==> src/rtl/imuldiv_mul_iterative_param.sv <==
// imuldiv_mul_iterative_param
//   Iterative shift-add multiplier with a parametrised operand width. Each
//   request selects signed or unsigned mode. The datapath works on operand
//   magnitudes only, and the product sign is applied at the output. With
//   EARLY_EXIT=1 the calculation stops as soon as no multiplier bits remain.
//
// Ports
//   clk                 clock, rising edge
//   reset               asynchronous, active-high; clears all state
//   mulreq_msg_a        multiplicand (W bits)
//   mulreq_msg_b        multiplier (W bits)
//   mulreq_msg_signed   1 = two's-complement operands, 0 = unsigned
//   mulreq_val/rdy      request handshake
//   mulresp_msg_result  product (2*W bits)
//   mulresp_val/rdy     response handshake
module imuldiv_mul_iterative_param #(
  parameter int W          = 32,
  parameter bit EARLY_EXIT = 1'b0
) (
  input  logic           clk,
  input  logic           reset,
  input  logic [W-1:0]   mulreq_msg_a,
  input  logic [W-1:0]   mulreq_msg_b,
  input  logic           mulreq_msg_signed,
  input  logic           mulreq_val,
  output logic           mulreq_rdy,
  output logic [2*W-1:0] mulresp_msg_result,
  output logic           mulresp_val,
  input  logic           mulresp_rdy
);

  localparam int CW = $clog2(W);

  typedef enum logic [1:0] {
    IDLE = 2'd0,
    CALC = 2'd1,
    DONE = 2'd2
  } state_t;

  state_t          state;
  state_t          state_next;
  logic [CW-1:0]   count;
  logic [2*W-1:0]  a_reg;
  logic [W-1:0]    b_reg;
  logic [2*W-1:0]  result;
  logic            neg;

  logic [W-1:0]    a_mag;
  logic [W-1:0]    b_mag;
  logic            fire;
  logic            last_step;

  // Two's-complement magnitude. Applied to the most-negative value, this
  // yields 2^(W-1), which is still correct when read as an unsigned W-bit value.
  function automatic logic [W-1:0] magnitude(input logic [W-1:0] x, input logic sgn);
    if (sgn && x[W-1]) begin
      return ~x + {{(W-1){1'b0}}, 1'b1};
    end else begin
      return x;
    end
  endfunction

  // Request decode, operand magnitudes and the termination condition for CALC
  always_comb begin
    fire      = mulreq_val && (state == IDLE);
    a_mag     = magnitude(mulreq_msg_a, mulreq_msg_signed);
    b_mag     = magnitude(mulreq_msg_b, mulreq_msg_signed);
    // EARLY_EXIT stops once the multiplier bits left after this step are all zero
    last_step = (count == CW'(W-1)) ||
                (EARLY_EXIT && ((b_reg >> 1) == {W{1'b0}}));
  end

  // Next-state logic
  always_comb begin
    state_next = state;
    case (state)
      IDLE: begin
        if (fire) state_next = CALC;
        else      state_next = IDLE;
      end
      CALC: begin
        if (last_step) state_next = DONE;
        else           state_next = CALC;
      end
      DONE: begin
        if (mulresp_rdy) state_next = IDLE;
        else             state_next = DONE;
      end
      default: state_next = IDLE;
    endcase
  end

  // State register
  always_ff @(posedge clk or posedge reset) begin
    if (reset) state <= IDLE;
    else       state <= state_next;
  end

  // Datapath registers: operand capture in IDLE, one shift-add step per cycle in CALC
  always_ff @(posedge clk or posedge reset) begin
    if (reset) begin
      count  <= '0;
      a_reg  <= '0;
      b_reg  <= '0;
      result <= '0;
      neg    <= 1'b0;
    end else begin
      case (state)
        IDLE: begin
          if (fire) begin
            count  <= '0;
            a_reg  <= {{W{1'b0}}, a_mag};
            b_reg  <= b_mag;
            result <= '0;
            neg    <= mulreq_msg_signed & (mulreq_msg_a[W-1] ^ mulreq_msg_b[W-1]);
          end
        end
        CALC: begin
          if (b_reg[0]) result <= result + a_reg;
          a_reg <= a_reg << 1;
          b_reg <= b_reg >> 1;
          count <= count + CW'(1);
        end
        default: begin
          count <= count;
        end
      endcase
    end
  end

  // Outputs derive only from registered state. Negating a zero result gives
  // zero again, so a negative zero cannot appear.
  always_comb begin
    mulreq_rdy         = (state == IDLE);
    mulresp_val        = (state == DONE);
    mulresp_msg_result = neg ? (~result + {{(2*W-1){1'b0}}, 1'b1}) : result;
  end

endmodule
==> config.mk <==
export PLATFORM = sky130hd
export DESIGN_NAME = imuldiv_mul_iterative_param
export DESIGN_NICKNAME = d
export VERILOG_FILES = /design/src/rtl/imuldiv_mul_iterative_param.sv
export SDC_FILE = /design/constraint.sdc
export NUM_CORES = 1
export LEC_CHECK = 0
export ABC_AREA = 0
export BUFFER_PORTS_ARGS = -buffer_cell sky130_fd_sc_hd__buf_2
export CORE_AREA = 4 4 213 215
export CTS_CLUSTER_DIAMETER = 30
export CTS_CLUSTER_SIZE = 16
export DETAILED_ROUTE_END_ITERATION = 8
export DIE_AREA = 0 0 217 219
export PLACE_DENSITY = 0.51
export SLEW_MARGIN = 20
export SYNTH_ARGS = -nofsm -noshare
export SYNTH_HDL_FRONTEND = slang
export SYNTH_SLANG_ARGS = --single-unit
==> constraint.sdc <==
create_clock -name clk -period 5.5 [get_ports clk]
set_clock_uncertainty 0.1 [all_clocks]
set_input_delay 1.1 -clock clk [delete_from_list [all_inputs] [get_ports clk]]
set_output_delay 1.1 -clock clk [all_outputs]
set_load 0.005 [all_outputs]
; After elaboration in Yosys (flattened, before gate mapping)
; Index checks and enable logic that the tools add are counted.
[word_totals]
register_bits = 168
latchBits = 0
ramBits = 0
romBits = 0
inputBits = 69
word_cells = 45
n_memories = 0
[classes]
addsub = 5
n_mul = 0
div = 0
order_cmp = 0
eq_ne = 5
shift = 0
n_mux = 16
bitwise = 5
reduce_logical = 8
[ops]
columns = operator, count
row1 = 64-bit 2-to-1 mux, 4
row2 = 64-bit case mux with 2 select lines, 2
row3 = 32-bit 2-to-1 mux, 3
row4 = "32-bit by 1-bit adder with 32-bit output, second input constant", 2
row5 = "64-bit by 1-bit adder with 64-bit output, second input constant", 1
row6 = 64-bit adder, 1
row7 = 32-bit inverter, 2
row8 = 64-bit inverter, 1
row9 = 32-bit case mux with 2 select lines, 1
row10 = 5-bit case mux with 2 select lines, 1
row11 = 2-bit case mux with 3 select lines, 1
row12 = "5-bit by 1-bit adder with 5-bit output, second input constant", 1
row13 = "5-bit == test, second input constant", 1
row14 = 5-bit 2-to-1 mux, 1
row15 = 2-bit 2-to-1 mux, 2
row16 = 2-bit AND reduction, 2
row17 = 1-bit logical AND, 3
row18 = 3-bit AND reduction, 1
row19 = "2-bit by 1-bit == test with 1-bit output, second input constant", 1
row20 = "2-bit == test, second input constant", 1
row21 = 2-bit logical NOT, 1
row22 = "2-bit by 1-bit != test with 1-bit output, second input constant", 1
row23 = "2-bit != test, second input constant", 1
row24 = 2-bit nonzero test, 1
row25 = other kinds (3), 3

; Logic depth before layout (Yosys ltp)
[depth]
ltp_word = 5
mapped_depth = 12

; Worst setup path after synthesis
; Ideal clock, no wire load.
[synth_timing]
path_kind = register to output
startpoint = register result[38]
endpoint = output port mulresp_msg_result[63]
arrival_ns = 2.745
required_time_ns = 4.300
setup_slack_ns = 1.555
stages_incl_launch_ff = 8
path_cell_list = dfrtp_1 -> or4_4 -> or3_1 -> or4_4 -> or2_4 -> or3_4 -> o41ai_4 -> xnor2_1
[synth_between]
elab_chain_cells = 3
[synth_rtl]
columns = item, line
row1 = "start, declared", 45  ; logic [2*W-1:0] result;
row2 = "start signal, assigned", 119  ; if (b_reg[0]) result <= result + a_reg;
row3 = 64-bit inverter, 136  ; mulresp_msg_result = neg ? (~result + {{(2*W-1){1'b0}}, 1'b1}) : result;
row4 = 64-bit by 1-bit adder with 64-bit output, 136
row5 = 64-bit 2-to-1 mux, 136
row6 = "end, declared", 27  ; output logic [2*W-1:0] mulresp_msg_result,
; Every way passes these cells.

; Worst setup path in the final report
[layout_timing]
startpoint = register result[4]
endpoint = output port mulresp_msg_result[58]
; Same word-level chain as after synthesis.

==> results.py <==
metrics = {
    "floorplan": {
        "dieWidth_um": 217,
        "rows": 77,
        "core_area_um2": 43700,
        "die_area_um2": 47500,
        "start_util_pct": 29.4,
        "ios": 135,
        "die_y_um": 219,
    },
    "hold_path": {
        "holdCritPathClass": "register to register",
        "hold_path_depth": 1,
        "min_to": "count[3]$_DFFE_PP0P_",
        "min_from": "count[3]$_DFFE_PP0P_",
    },
    "timing": {
        "fin_crit_ns": 5.00,
        "finalHoldViolCount": 0,
        "slew_headroom_pct": 38.9,
        "fmax_ghz": 0.200,
        "fin_tns_setup_ns": 0,
        "timing.final.crit_share_pct": 90.9,
        "slew_violations": 0,
        "worstMarginPinSlew_ns": 0.908,
        "setup_violations": 0,
        "rsz0062_at_grt": "no",
    },
    "setup_path": {
        "worst_setup_path_end_kind": "primary output",
        "critPathKind": "register to primary output",
        "critPathLaunch": "result[4]$_DFFE_PP0P_",
        "cp_max_fo": 6,
        "r2r_end": "result[55]$_DFFE_PP0P_",
        "r2r_slack_ns": 1.78,
        "start_kind": "register",
        "r2r_cells": 9,
        "cp.required_ns": 4.30,
        "r2r_start": "result[27]$_DFFE_PP0P_",
        "cp.arrival_ns": 3.80,
    },
    "power_and_ir_drop": {
        "p_total_uw": 9540,
        "power_leakage_uw": 0.00606,
        "vdd_drop_max_v": 0.000271,
        "cellPowerDensity_nw_per_um2": 650,
    },
    "final_layout": {
        "area_delta_synth_final_pct": 14.0,
        "fin_util_pct": 33.6,
        "final_common_cell": "o21ai_0",
        "diodes": 0,
        "layout_common_cells": "231 x o21ai_0, 227 x nand2_1, 167 x dfrtp_1, 134 x buf_2, 120 x xnor2_1",
        "final_layout_size_suffix_gt1_share_pct": 12.0,
        "nNetsFinal": 1811,
    },
    "clock_network": {
        "cts_max_level": 4,
        "cts_tree": "yes",
        "cts_hold_buffers": 0,
        "cts.repair.resized": 0,
        "cts_sinks": 168,
        "clk_path_buf_depth": 2,
        "root_buffer": "clkbuf_16",
        "post_cts_buffers": 0,
        "numCtsBuffers": 17,
        "clkSlewWorstSetupHoldPaths_ns": 0.07,
        "clock_insertion_delay_worst_skew_ns": 0.45,
    },
    "place": {
        "place_hpwl_mm": 31.3,
        "io_buffers": 134,
        "gp_congestion": 0.916,
    },
    "detailed_routing": {
        "drt_wl_total_mm": 40.8,
        "drt_first_pass_iters": 5,
        "vias": 12000,
        "viasPerCell": 5.26,
        "wl_per_cell_um": 17.9,
        "antenna_left": 0,
        "remaining_drc_errors": 0,
        "drtIter0Drc": 935,
    },
    "yosys": {
        "syn_area_per_cell_um2": 8.07,
        "synthAdderAreaFrac_pct": 6.76,
        "synth-xor-area-share_pct": 12.1,
        "ys_types": 61,
        "netlist_instances": 1597,
        "synthSimpleGateAreaFrac_pct": 18.0,
        "synth_top_family_by_area": "compound AO/OA/AOI/OAI gates",
        "synth_compound_area_share_pct": 26.9,
        "synth_area_um2": 12900,
        "ys_seq_area_share_pct": 32.6,
        "yosys_warnings": 0,
        "synth-edff-count": 0,
        "yosysTopAreaCellShare_pct": 32.6,
        "synthMuxAreaShare_pct": 0.0777,
        "ys_ff_latch": 168,
        "synth_nets": 1735,
        "yosysTopAreaCell": "dfrtp_1",
        "synth_async_sr_flop_share_pct": 100,
        "ys_top_cells_by_area": "dfrtp_1 33%, o21ai_0 9.0%, xnor2_1 8.2%",
        "synthFlopType": "dfrtp_1",
    },
    "global_routing": {
        "first_global_vias": 11700,
        "grt_max_degree": 84,
        "grt_util_all_layers_pct": 17.2,
        "antenna_found_initial": 0,
        "grt_remaining_overflow": 0,
        "grt_pass1_wl_mm": 65.5,
    },
    "run_status": {
        "status": "finished clean",
    },
    "job": {
        "drv_cap": 0,
    },
}
[synthesized netlist by cell type (all sizes together), types with 22 or more instances]
master  count
xor2       58
nand3      30
dfrtp     168
nand2     229
nor2       91
ha         68
a22oi      58
clkbuf     86
inv        32
o31ai      34
nor3       22
xnor2     120
a21oi     103
o21ai     231
nand4      23
[layer usage]
| layer | track usage [%] | routed length (µm) | vias up |
|---|---|---|---|
| li1 | - | - | 5918 |
| met1 | 24.5 | 19800 | 5739 |
| met2 | 27.0 | 18400 | 293 |
| met3 | 2.34 | 1620 | 42 |
| met4 | 5.38 | 953 | 0 |
| met5 | 0 | 0 | - |
[area by class of cell]
type                    instances  area [µm²]
repair buffers                146         773
well taps                     592         741
inverters                      32         124
flip-flops and latches        168        4210
clock buffers                  22         474
multi-input cells            1308        8250
clock inverters                10         120
fillers                      4694       29100
[worst max path at each step]
stage,endpoint,cells after the start
detailed placement,mulresp_msg_result[58],10
CTS,mulresp_msg_result[58],10
global route,mulresp_msg_result[58],10
floorplan,mulresp_msg_result[63],7
finish,mulresp_msg_result[58],10
global placement,mulresp_msg_result[58],10
[critical path, cell delays in order (launching register included)]
cell	delay, ns
dfrtp_1	0.44
or4_1	0.58
or3_4	0.38
or3b_2	0.51
nor2_1	0.24
nand4_1	0.26
nor2_1	0.19
nand2_1	0.14
o41ai_1	0.34
xnor2_1	0.16
buf_2	0.13
[cells by family after synthesis]
| kind of cell | after synthesis |
|---|---|
| xor gates and xnor gates | 178 |
| and+or+nand+nor | 498 |
| DFF | 168 |
| AOI/OAI and AO/OA | 562 |
| muxes | 1 |
| buffers and inverters | 121 |
| adders and majority gates | 69 |
[stage by stage]
stage	instance area, µm²	hold WS (ns)	worst slack, ns	cells
floorplan	12900	0.350	1.55	1597
global placement	14100	0.371	0.967	2246
detailed placement	14100	0.386	0.910	2246
CTS	14700	0.395	0.402	2278
global route	14700	0.423	0.174	2278
finish	14700	0.396	0.498	2278
[power by group]
group | leakage (µW) | internal, µW | switching (µW)
Combinational | 0.00367 | 2330 | 3440
Clock | 0.000275 | 705 | 526
Sequential | 0.00212 | 1820 | 717
No activity file was read; power rests on OpenSTA's default activity.
